## src/rtl/cia_pkg.sv

```systemverilog
// Shared definitions for the CIA TOD controller: command encodings, FSM states
// and the timer register-port bundle driven by the sequencer.
package cia_pkg;

    localparam logic [1:0] OP_LOAD_TOD   = 2'b00;
    localparam logic [1:0] OP_LOAD_ALARM = 2'b01;
    localparam logic [1:0] OP_READ_TOD   = 2'b10;
    localparam logic [1:0] OP_RESERVED   = 2'b11;

    // Control-register bit that steers TOD writes into the alarm registers.
    localparam int CR_ALARM_BIT = 7;

    typedef enum logic [3:0] {
        ST_IDLE,
        ST_RD_CR,
        ST_WR_CR,
        ST_WR_HI,
        ST_WR_MI,
        ST_WR_LO,
        ST_RESTORE,
        ST_RD_HI,
        ST_RD_MI,
        ST_RD_LO,
        ST_DONE
    } tod_state_e;

    typedef struct packed {
        logic       wr;
        logic       tlo;
        logic       tme;
        logic       thi;
        logic       tcr;
        logic [7:0] data;
    } tbus_t;

    function automatic logic [7:0] cr_value(input logic alarm_bit);
        logic [7:0] v;
        v = 8'h00;
        v[CR_ALARM_BIT] = alarm_bit;
        return v;
    endfunction

endpackage

```

## src/rtl/cia_tod_tick.sv

```systemverilog
// TOD tick front end: two-flop synchronizer, rising-edge detector and a
// TICK_DIV edge divider producing a registered one-cycle tick.
module cia_tod_tick #(
    parameter int TICK_DIV = 1
) (
    input  logic clk,
    input  logic clk7_en,
    input  logic reset,
    input  logic tick_in,
    output logic tick
);

    // [0],[1] synchronize; [2] holds the previous synchronized level
    logic [2:0] sync_q, sync_d;
    logic [7:0] div_q, div_d;
    logic       tick_q, tick_d;
    logic       edge_det;

    always_comb begin
        sync_d   = {sync_q[1:0], tick_in};
        edge_det = sync_q[1] & ~sync_q[2];
        div_d    = div_q;
        tick_d   = 1'b0;
        if (edge_det) begin
            if (div_q == 8'(TICK_DIV - 1)) begin
                div_d  = 8'h00;
                tick_d = 1'b1;
            end else begin
                div_d = div_q + 8'd1;
            end
        end
    end

    always_ff @(posedge clk) begin
        if (reset) begin
            sync_q <= 3'b000;
            div_q  <= 8'h00;
            tick_q <= 1'b0;
        end else if (clk7_en) begin
            sync_q <= sync_d;
            div_q  <= div_d;
            tick_q <= tick_d;
        end
    end

    assign tick = tick_q;

endmodule

```

## src/rtl/cia_tod_ctrl.sv

```systemverilog
// Sequencer/arbiter in front of a CIA TOD timer: CPU pass-through with
// priority, atomic host load/read sequences, and deferred count strobes.
module cia_tod_ctrl
    import cia_pkg::*;
#(
    parameter int TICK_DIV = 1
) (
    input  logic        clk,
    input  logic        clk7_en,
    input  logic        reset,
    input  logic        tick_in,
    input  logic        cpu_wr,
    input  logic        cpu_tlo,
    input  logic        cpu_tme,
    input  logic        cpu_thi,
    input  logic        cpu_tcr,
    input  logic [7:0]  cpu_data_in,
    output logic [7:0]  cpu_data_out,
    input  logic        cmd_req,
    input  logic [1:0]  cmd_op,
    input  logic [23:0] cmd_data,
    output logic        cmd_ack,
    output logic [23:0] cmd_rdata,
    output logic        t_wr,
    output logic        t_tlo,
    output logic        t_tme,
    output logic        t_thi,
    output logic        t_tcr,
    output logic [7:0]  t_data_in,
    input  logic [7:0]  t_data_out,
    output logic        t_count
);

    tod_state_e  state_q, state_d;
    logic [1:0]  op_q, op_d;
    logic [23:0] data_q, data_d;
    logic [23:0] shadow_q, shadow_d;
    logic [23:0] rdata_q, rdata_d;
    logic        crb_sav_q, crb_sav_d;
    logic        pend_q, pend_d;

    logic        tick;
    logic        cpu_sel;
    logic        stall;
    logic        mid_seq;
    tbus_t       fsm_bus;

    cia_tod_tick #(
        .TICK_DIV (TICK_DIV)
    ) u_tick (
        .clk     (clk),
        .clk7_en (clk7_en),
        .reset   (reset),
        .tick_in (tick_in),
        .tick    (tick)
    );

    assign cpu_sel = cpu_tlo | cpu_tme | cpu_thi | cpu_tcr;
    // DONE makes no access, so it never stalls; this keeps cmd_ack one cycle.
    assign stall   = cpu_sel && (state_q != ST_DONE);

    assign mid_seq = (state_q == ST_WR_CR) || (state_q == ST_WR_HI) ||
                     (state_q == ST_WR_MI) || (state_q == ST_WR_LO) ||
                     (state_q == ST_RD_HI) || (state_q == ST_RD_MI) ||
                     (state_q == ST_RD_LO);

    always_comb begin
        fsm_bus = '0;
        case (state_q)
            ST_RD_CR: fsm_bus.tcr = 1'b1;
            ST_WR_CR: begin
                fsm_bus.wr   = 1'b1;
                fsm_bus.tcr  = 1'b1;
                fsm_bus.data = cr_value(op_q == OP_LOAD_ALARM);
            end
            ST_WR_HI: begin
                fsm_bus.wr   = 1'b1;
                fsm_bus.thi  = 1'b1;
                fsm_bus.data = data_q[23:16];
            end
            ST_WR_MI: begin
                fsm_bus.wr   = 1'b1;
                fsm_bus.tme  = 1'b1;
                fsm_bus.data = data_q[15:8];
            end
            ST_WR_LO: begin
                fsm_bus.wr   = 1'b1;
                fsm_bus.tlo  = 1'b1;
                fsm_bus.data = data_q[7:0];
            end
            ST_RESTORE: begin
                fsm_bus.wr   = 1'b1;
                fsm_bus.tcr  = 1'b1;
                fsm_bus.data = cr_value(crb_sav_q);
            end
            ST_RD_HI: fsm_bus.thi = 1'b1;
            ST_RD_MI: fsm_bus.tme = 1'b1;
            ST_RD_LO: fsm_bus.tlo = 1'b1;
            default:  fsm_bus = '0;
        endcase
    end

    always_comb begin
        if (cpu_sel) begin
            t_wr      = cpu_wr;
            t_tlo     = cpu_tlo;
            t_tme     = cpu_tme;
            t_thi     = cpu_thi;
            t_tcr     = cpu_tcr;
            t_data_in = cpu_data_in;
        end else begin
            t_wr      = fsm_bus.wr;
            t_tlo     = fsm_bus.tlo;
            t_tme     = fsm_bus.tme;
            t_thi     = fsm_bus.thi;
            t_tcr     = fsm_bus.tcr;
            t_data_in = fsm_bus.data;
        end
    end

    assign cpu_data_out = cpu_sel ? t_data_out : 8'h00;

    always_comb begin
        state_d   = state_q;
        op_d      = op_q;
        data_d    = data_q;
        shadow_d  = shadow_q;
        rdata_d   = rdata_q;
        crb_sav_d = crb_sav_q;

        // A CPU control write inside the sequence becomes the value RESTORE puts back.
        if (cpu_sel && cpu_wr && cpu_tcr && mid_seq) begin
            crb_sav_d = cpu_data_in[CR_ALARM_BIT];
        end

        if (!stall) begin
            case (state_q)
                ST_IDLE: begin
                    if (cmd_req) begin
                        op_d    = cmd_op;
                        data_d  = cmd_data;
                        state_d = (cmd_op == OP_RESERVED) ? ST_DONE : ST_RD_CR;
                    end
                end
                ST_RD_CR: begin
                    crb_sav_d = t_data_out[CR_ALARM_BIT];
                    state_d   = ST_WR_CR;
                end
                ST_WR_CR:   state_d = (op_q == OP_READ_TOD) ? ST_RD_HI : ST_WR_HI;
                ST_WR_HI:   state_d = ST_WR_MI;
                ST_WR_MI:   state_d = ST_WR_LO;
                ST_WR_LO:   state_d = ST_RESTORE;
                ST_RD_HI: begin
                    shadow_d[23:16] = t_data_out;
                    state_d         = ST_RD_MI;
                end
                ST_RD_MI: begin
                    shadow_d[15:8] = t_data_out;
                    state_d        = ST_RD_LO;
                end
                ST_RD_LO: begin
                    shadow_d[7:0] = t_data_out;
                    state_d       = ST_RESTORE;
                end
                ST_RESTORE: begin
                    // Publish on entry to DONE so the result is valid alongside cmd_ack.
                    if (op_q == OP_READ_TOD) begin
                        rdata_d = shadow_q;
                    end
                    state_d = ST_DONE;
                end
                ST_DONE:    state_d = ST_IDLE;
                default:    state_d = ST_IDLE;
            endcase
        end
    end

    always_comb begin
        pend_d  = pend_q;
        t_count = 1'b0;
        if (state_q == ST_IDLE) begin
            t_count = tick | pend_q;
            pend_d  = tick & pend_q;
        end else if (tick) begin
            pend_d = 1'b1;
        end
    end

    assign cmd_ack   = (state_q == ST_DONE);
    assign cmd_rdata = rdata_q;

    always_ff @(posedge clk) begin
        if (reset) begin
            state_q   <= ST_IDLE;
            op_q      <= OP_LOAD_TOD;
            data_q    <= 24'h000000;
            shadow_q  <= 24'h000000;
            rdata_q   <= 24'h000000;
            crb_sav_q <= 1'b0;
            pend_q    <= 1'b0;
        end else if (clk7_en) begin
            state_q   <= state_d;
            op_q      <= op_d;
            data_q    <= data_d;
            shadow_q  <= shadow_d;
            rdata_q   <= rdata_d;
            crb_sav_q <= crb_sav_d;
            pend_q    <= pend_d;
        end
    end

endmodule

```

## config.mk

```make
export PLATFORM = sky130hd
export DESIGN_NAME = cia_tod_ctrl
export DESIGN_NICKNAME = d
export VERILOG_FILES = /design/src/rtl/cia_pkg.sv /design/src/rtl/cia_tod_tick.sv /design/src/rtl/cia_tod_ctrl.sv
export SDC_FILE = /design/constraint.sdc
export NUM_CORES = 1
export LEC_CHECK = 0
export ABC_AREA = 1
export CORE_ASPECT_RATIO = 0.5
export CORE_MARGIN = 2
export CORE_UTILIZATION = 28
export DETAILED_ROUTE_END_ITERATION = 6
export DONT_BUFFER_PORTS = 1
export PLACE_DENSITY = 0.4
export REMOVE_ABC_BUFFERS = 1
export SLEW_MARGIN = 20
export SYNTH_ARGS = -nofsm -noshare
export SYNTH_HDL_FRONTEND = slang
export SYNTH_SLANG_ARGS = --single-unit
```

## constraint.sdc

```tcl
create_clock -name clk -period 4.8 [get_ports clk]
set_input_delay 0.96 -clock clk [delete_from_list [all_inputs] [get_ports clk]]
set_output_delay 0.96 -clock clk [all_outputs]
set_load 0.02 [all_outputs]
```

==> summary.md, run 1 <==
| Metric | Value |
|---|---|
| Status | finished, final reports clean |
| Fill cells | between 1k and 1.5k |
| Main combinational cell family by area after synthesis | compound AO/OA/AOI/OAI gates |
| Post-detailed-route DRC marker count | 0 |
| Placed insts | between 600 and 700 |
| Area fraction in compound gates after synthesis | 0.224 |
| Post-CTS sizing | 0 |
| Yosys warning count | 0 |
| Launching instance or port of the critical path | cpu_tme |
| Max Buffers Root-to-Sink | 2 |
| Via count of the first global-routing pass | just over 3k |
| CP Data Required Time | 3.84 ns |
| Mux contribution to synthesized area | 0 |
| Setup Viol. Count Final | 0 |
| Start of the worst register-to-register path | state_q[3] |
| Row cnt | 30 |
| Commonest cells after routing, fill and taps aside | nor2_1 (107), dfxtp_1 (92), o21ai_0 (90), a21oi_1 (60), nand2_1 (53) |
| Multi-input gate area | around 1700 um^2 |
| CTS clk-pin slew, worst paths | 0.06 ns |
| Global-route wire length before repair | 15700 um |
| Simple-gate portion of the synthesized area | 0.202 |
| Hold WC Path Type | register to register |
| Commonest non-fill, non-tap cell in the layout | nor2_1 |
| Layout Cells excl Fill | between 600 and 700 |
| Reg2Reg Depth | 10 |
| Signal arrival time at the worst endpoint | between 2 and 3 ns |
| Element type at the critical path start | input port |
| Via density per instance | 4.62 |
| RSZ-0062 raised after global routing | no |
| Maximum fanout encountered on the critical timing path | 19 |
| Hold Fails Final Rpt | 0 |
| Placer's final routability congestion estimate | roughly 0.83 |
| First-pass detailed-route iteration total | 5 |
| Worst reg-to-reg setup slack | roughly 2.3 ns |
| Pin count of the biggest net entering global routing | 79 |
| Ratio of cells with drive above 1 in the final layout | 0.0618 |
| Core outline area | roughly 14000 um^2 |
| CTS tree | done |
| I/O pin total | 99 |
| Total detailed-routing wirelength | ~9900 um |
| Average footprint of a synthesized cell | about 7.4 um^2 |
| Kind of end point of the critical path | output port |
| End-of-flow core utilization | 0.314 |
| Start point of the worst hold path | data_q[21] |
| Initial Utilization | 0.286 |
| F_max | 286 MHz |
| Total via count in the routed design | roughly 3.2k |
| Unique cell type count in the Yosys netlist | 28 |
| Number of buffers inserted during clock tree synthesis | 9 |
| Leakage power total | roughly 1.6 nW |
| Area enclosed by the die boundary | 14800 um^2 |
| Half-perimeter wire length after detailed placement | 6660 um |
| Final Power | approximately 0.0016 W |
| Y dimension of the die | 87.1 um |
| Minimum clock period | between 3 and 4 ns |
| Areal power density over the cells | 368 nW/um^2 |
| Share of synthesized cell area in full adder, half adder and majority cells | 0.00647 |
| Main flop type after synthesis | dfxtp_1 |
| Netlist area before placement | roughly 3900 um^2 |
| Post CTS Setup Buffer Count | 0 |
| Clock latency on the worst-skew pair | around 0.34 ns |
| Antenna violation net count after detailed routing | 0 |
| Worst slew slack as a fraction of its limit | 0.425 |
| Routed len/inst | between 10 and 15 um |
| Fraction of the cycle the final worst path needs | 0.728 |
| Quantity of I/O buffers inserted on ports | 0 |
| Clock tree root driver cell | clkbuf_16 |
| Storage element area | ~1800 um^2 |
| # nets final | between 500 and 600 |
| Count of clock tree sinks | 92 |
| Pins Over Slew Limit | 0 |
| Horiz. Die Dim | ~170 um |
| Number of antenna violations at the first check in global routing | 0 |
| Total congestion overflow | 0 |
| Number of buffers inserted by hold repair at cts | 0 |
| Clock tree skew after final layout | roughly 0.010 ns |
| Number of antenna cells inserted | 0 |
| Initial DRC count | 150 |
| Proportion of register bits with asynchronous set or reset after synthesis | 0 |
| Critical Setup Path Class | input port to output port |
| MaxCap Viol Count | 0 |
| Setup Total Neg Slack | 0 ns |
| End point of the worst hold path | data_q[21] |
| Worst-margin pin slew | approximately 0.86 ns |
| Depth of the worst hold-timing path | 2 |
| Post-route worst hold slack | about 0.45 ns |
| Number of synthesized flops with an enable pin | 0 |
| GRT Util Overall | 0.137 |
| Flop and latch count out of synthesis | 92 |
| Parity-gate share of the synthesized area counting xor and xnor cells | 0.00227 |
| Area added between synthesis and finish | 9.87% |
| Cell count after synthesis | roughly 530 |
| Endpoint of the most critical register-to-register path | cmd_rdata[22] |
| CTS H-Tree Depth | 3 |
| VDD IR-drop max | between 0.0001 and 0.00015 V |
| Sequential share of the synthesized area | 0.477 |
==> kinds of logic after synthesis <==
family	after synthesis
AOI/OAI and AO/OA	166
xor gates and xnor gates	1
adders and majority gates	2
buffers and inverters	77
DFF	92
and+or+nand+nor	187
==> worst max-delay path by stage <==
| stage | endpoint | slack, ns | cells after the start |
|---|---|---|---|
| final | t_wr | 1.31 | 5 |
| after global routing | t_wr | 1.03 | 5 |
| after CTS | t_wr | 1.26 | 5 |
| after detailed placement | t_wr | 1.26 | 5 |
| after global placement | t_data_in[7] | 1.28 | 5 |
| after floorplan | t_data_in[7] | 1.78 | 5 |
==> routing by layer <==
| metal | vias up | GRT usage | routed length (um) |
|---|---|---|---|
| li1 | 1706 | - | - |
| met1 | 1427 | 0.175 | 4920 |
| met2 | 67 | 0.223 | 4370 |
| met3 | 6 | 0.0436 | 487 |
| met4 | 0 | 0.0373 | 127 |
| met5 | - | 0 | 0 |
==> through the flow <==
stage / instance area, um^2 / setup WS (ns)
floorplan: 3720 / 1.78
global placement: 3940 / 1.28
detailed placement: 3940 / 1.26
CTS: 4240 / 1.26
global route: 4250 / 1.03
finish: 4250 / 1.31
==> flip-flops by register name (all words and copies together), names as in the netlist <==
| name | flops |
|---|---|
| shadow_q | 24 |
| state_q | 4 |
| u_tick.sync_q | 3 |
| op_q | 2 |
| crb_sav_q | 1 |
| cmd_rdata | 24 |
| u_tick.tick | 1 |
| data_q | 24 |
| u_tick.div_q | 8 |
| pend_q | 1 |
==> final cells by class <==
type | count | share of cell area
flip-flops and latches | 92 | 0.434
multi-input cells | 356 | 0.396
clock buffers | 10 | 0.0539
well taps | 176 | 0.0519
inverters | 54 | 0.0480
clock inverters | 6 | 0.0162
==> Yosys cell counts (2+ instances only) <==
library cell / count / area share
buf_6: 7 / 0.020
o22ai_1: 6 / 0.0097
nor3_4: 2 / 0.0084
o21ai_0: 90 / 0.12
nor3_1: 3 / 0.0039
buf_2: 3 / 0.0039
o21bai_1: 3 / 0.0058
ha_1: 2 / 0.0065
nand2_1: 53 / 0.051
inv_2: 4 / 0.0039
a211oi_1: 2 / 0.0039
clkbuf_1: 13 / 0.013
nor2_1: 109 / 0.11
inv_1: 50 / 0.049
nand3_1: 9 / 0.012
a21oi_1: 60 / 0.078
nand4_1: 3 / 0.0049
a31o_2: 2 / 0.0045
nor2_2: 3 / 0.0049
a31oi_1: 2 / 0.0032
dfxtp_1: 92 / 0.48
==> critical path, stage by stage <==
cell and delay, ns:
nor2_1 0.10, nand2_1 0.40, inv_1 0.58, nor2_1 0.07
a31oi_1 0.42
==> power breakdown <==
group / total [W] / internal [W] / switching [W]
sequential: 0.000771 / 0.000768 / 0.00000274
combinational: 0.0000677 / 0.0000160 / 0.0000518
clock: 0.000722 / 0.000409 / 0.000313
No activity file was read; power rests on OpenSTA's default activity.
==> run 2: changes to the inputs <==
--- a/config.mk
+++ b/config.mk
@@ -5,7 +5,7 @@
 export SDC_FILE = /design/constraint.sdc
 export NUM_CORES = 1
 export LEC_CHECK = 0
-export ABC_AREA = 1
+export ABC_AREA = 0
 export CORE_ASPECT_RATIO = 0.5
 export CORE_MARGIN = 2
 export CORE_UTILIZATION = 28
==> constraint.sdc (replaced) <==
create_clock -name clk -period 3.56 [get_ports clk]
set_input_delay 0.712 -clock clk [delete_from_list [all_inputs] [get_ports clk]]
set_output_delay 0.712 -clock clk [all_outputs]
set_load 0.02 [all_outputs]
==> run 2 against run 1 <==
Effect of this change: routed wire length grew 9.7%; final cell count shrank 2.6%; synthesized cell count shrank 7.2%; first-iteration DRC count grew 21%; global-route usage grew 0.58 points; critical path depth shrank 1; count of clock-buffer cells in the layout grew 1; non-clock buffer count grew 15; sequential share of layout area shrank 3.0 points; synthesized area grew 3.9%; worst hold slack lost 0.010 ns; largest power group unchanged.
==> summary.md, run 2 <==
| Metric | Value |
|---|---|
| Status | finished, final reports clean |
| Flop and latch count out of synthesis | 92 (unchanged) |
| Total detailed-routing wirelength | 10900 um (+9.7%) |
| Area added between synthesis and finish | 13.6% |
| Horiz. Die Dim | 173 um (+1.9%) |
| Clock latency on the worst-skew pair | 0.34 ns (about the same) |
| I/O pin total | 99 (unchanged) |
| Fill cells | 1507 (+0.60%) |
| Setup Viol. Count Final | 0 (unchanged) |
| End-of-flow core utilization | 0.331 (+0.0168) |
| Core outline area | 13800 um^2 (+1.9%) |
| Maximum cell stage delay along the critical path | 0.71 ns (+0.13 ns) |
| F_max | roughly 340 MHz |
| Initial DRC count | 182 (+21%) |
| Global-route wire length before repair | 17000 um (+8.3%) |
| Count of clock tree sinks | 92 (unchanged) |
| Row cnt | 30 (unchanged) |
| Average footprint of a synthesized cell | 8.24 um^2 (+12%) |
| Sequential share of the synthesized area | 0.459 (-0.0177) |
| Max Buffers Root-to-Sink | 2 (unchanged) |
| Ratio of cells with drive above 1 in the final layout | 0.0826 (+0.0209) |
| GRT Util Overall | 0.142 (+0.00575) |
| Antenna violation net count after detailed routing | 0 (unchanged) |
| Placer's final routability congestion estimate | 0.734 (-12%) |
| Met1 usage in global routing | 0.189 (+0.0133) |
| Critical path's slowest cell | or4_4 |
| Met3 routing resource usage after global routing | 0.0558 (+0.0122) |
| Area enclosed by the die boundary | 15400 um^2 (+3.7%) |
| Cell-by-cell trace of the critical path | or4_4 -> nor4_2 -> buf_4 -> a221o_1 |
| Commonest non-fill, non-tap cell in the layout | nand2_1 |
| Routed len/inst | 16.1 um (+13%) |
| Cell count after synthesis | 487 (-7.2%) |
| Worst slew slack as a fraction of its limit | 0.383 (-0.0421) |
| Clock tree skew after final layout | 0.00641 ns (-0.00396 ns) |
| Fraction of the cycle the final worst path needs | 0.827 |
| Fraction of met2 tracks used by global routing | 0.220 (-0.00284) |
| Start point of the worst hold path | reset |
| Top post-synthesis cells by count | nand2_1 (117), dfxtp_1 (92), a21oi_1 (56), nor2_1 (45), mux2i_1 (28) |
| Total congestion overflow | 0 (unchanged) |
| Cell type contributing the most total cell area after synthesis | dfxtp_1 |
| Final Power | 0.00215 W (+38%) |
| Setup Total Neg Slack | 0 ns (unchanged) |
| Top area cells in the synthesized netlist | dfxtp_1 (46%), nand2_1 (11%), a21oi_1 (7.0%) |
| Number of antenna violations at the first check in global routing | 0 (unchanged) |
| Critical Setup Path Class | input port to output port |
| VDD IR-drop max | 0.000203 V (+48%) |
| Proportion of register bits with asynchronous set or reset after synthesis | 0 (unchanged) |
| Yosys warning count | 0 (unchanged) |
| Number of antenna cells inserted | 0 (unchanged) |
| Netlist area before placement | 4010 um^2 (+3.9%) |
| Maximum fanout encountered on the critical timing path | 22 (+3) |
| Crit path buf inv count | 1 (unchanged) |
| # nets final | 533 (-6.0%) |
| Post-detailed-route DRC marker count | 0 (unchanged) |
| GRT busiest layer | met2 |
| Main flop type after synthesis | dfxtp_1 |
| Gate family responsible for the most delay along the worst path | simple AND/OR/NAND/NOR gates |
| CTS clk-pin slew, worst paths | 0.07 ns (about the same) |
| Kind of end point of the critical path | output port |
| Initial Utilization | 0.291 (+0.00535) |
| Number of synthesized flops with an enable pin | 0 (unchanged) |
| Y dimension of the die | 88.7 um (+1.8%) |
| CP Data Required Time | 2.85 ns (-0.99 ns) |
| First-pass detailed-route iteration total | 4 (-1) |
| Post-CTS sizing | 0 (unchanged) |
| Via count of the first global-routing pass | 3060 (+1.3%) |
| RSZ-0062 raised after global routing | no |
| Quantity of I/O buffers inserted on ports | 0 (unchanged) |
| Element type at the critical path start | input port |
| Half-perimeter wire length after detailed placement | 6980 um (+4.8%) |
| Number of buffers inserted during clock tree synthesis | 9 (unchanged) |
| Start of the worst register-to-register path | state_q[0] |
| Minimum clock period | ~2.9 ns |
| Share of the synthesized area in the top cell type | 0.459 (-0.0177) |
| CTS H-Tree Depth | 3 (unchanged) |
| Pins Over Slew Limit | 0 (unchanged) |
| MaxCap Viol Count | 0 (unchanged) |
| Via density per instance | 4.82 (+4.4%) |
| Launching instance or port of the critical path | cpu_tme |
| Hold WC Path Type | input port to register |
| Unique cell type count in the Yosys netlist | 52 (+86%) |
| Post CTS Setup Buffer Count | 0 (unchanged) |
| Signal arrival time at the worst endpoint | 2.23 ns (-0.30 ns) |
| Number of buffers inserted by hold repair at cts | 0 (unchanged) |
| Areal power density over the cells | 471 nW/um^2 (+28%) |
| Clock tree root driver cell | clkbuf_16 |
| Commonest cells after routing, fill and taps aside | nand2_1 (117), dfxtp_1 (92), a21oi_1 (56), nor2_1 (45), mux2i_1 (28) |
| Worst-margin pin slew | 0.926 ns (+0.0641 ns) |
| CTS tree | done |
| Leakage power total | 1.56 nW (-4.9%) |
| Hold Fails Final Rpt | 0 (unchanged) |
| Pin count of the biggest net entering global routing | 83 (+5.1%) |
| Total via count in the routed design | 3260 (+1.7%) |
| Top-count cell post-synth | nand2_1 |
[run 2: cell types whose count changed in the layout (fill, tap and decap cells not counted), sizes merged, moves of 15 or more]
cell / change
nor2: -67
nand2: +63
mux2i: +28
o21ai: -83
buf: +15
inv: -48
[run 2: path summary, 6_finish.rpt]
kind                      end  slack [ns]  depth (start not counted)
max              t_data_in[5]        0.62                          4
max reg2reg        state_q[1]        1.30                          5
min          u_tick.sync_q[2]        0.44                          1
min reg2reg         data_q[5]        0.45                          2
[run 2: layout make-up]
type | instances | area (um^2) | area share
clock buffers | 11 | 243 | 0.0532
clock inverters | 5 | 83.8 | 0.0184
inverters | 7 | 26.3 | 0.00576
multi-input cells | 354 | 2010 | 0.441
flip-flops and latches | 92 | 1840 | 0.404
well taps | 192 | 240 | 0.0527
repair buffers | 15 | 113 | 0.0247
[run 2: logic make-up after synthesis]
group / after synthesis / share of synthesized area
xor+xnor: 8 / 0.0175
mux: 28 / 0.0698
compound gates: 101 / 0.158
fa+ha+maj: 2 / 0.00623
flops: 92 / 0.459
buf+inv: 41 / 0.0427
simple gates: 215 / 0.247
[run 2: per-stage QoR]
stage	cell area, um^2	hold WS, ns	cells	setup WS, ns
after floorplan	3870	0.425	453	0.471
after global placement	4230	0.436	660	0.618
after detailed placement	4230	0.438	660	0.608
after CTS	4560	0.426	676	0.612
after global routing	4560	0.429	676	0.537
final	4560	0.444	676	0.617
[run 2: per-layer routing]
| layer | routed length (um) | up-vias |
|---|---|---|
| met2 | 4680 | 65 |
| met4 | 57 | 0 |
| li1 | - | 1657 |
| met3 | 687 | 5 |
| met1 | 5440 | 1533 |
| met5 | 0 | - |
[run 2: worst reg2reg max path: stages, from the launching register on]
cell and delay, ns:
dfxtp_1 0.44, buf_4 0.24, and4bb_1 0.49, o21ai_0 0.18
a2111oi_2 0.60, a32o_1 0.26
[run 2: power breakdown]
group | switching (W) | internal (W)
logic | 0.0000451 | 0.0000256
registers | 0.00000279 | 0.00103
clock network | 0.000404 | 0.000638
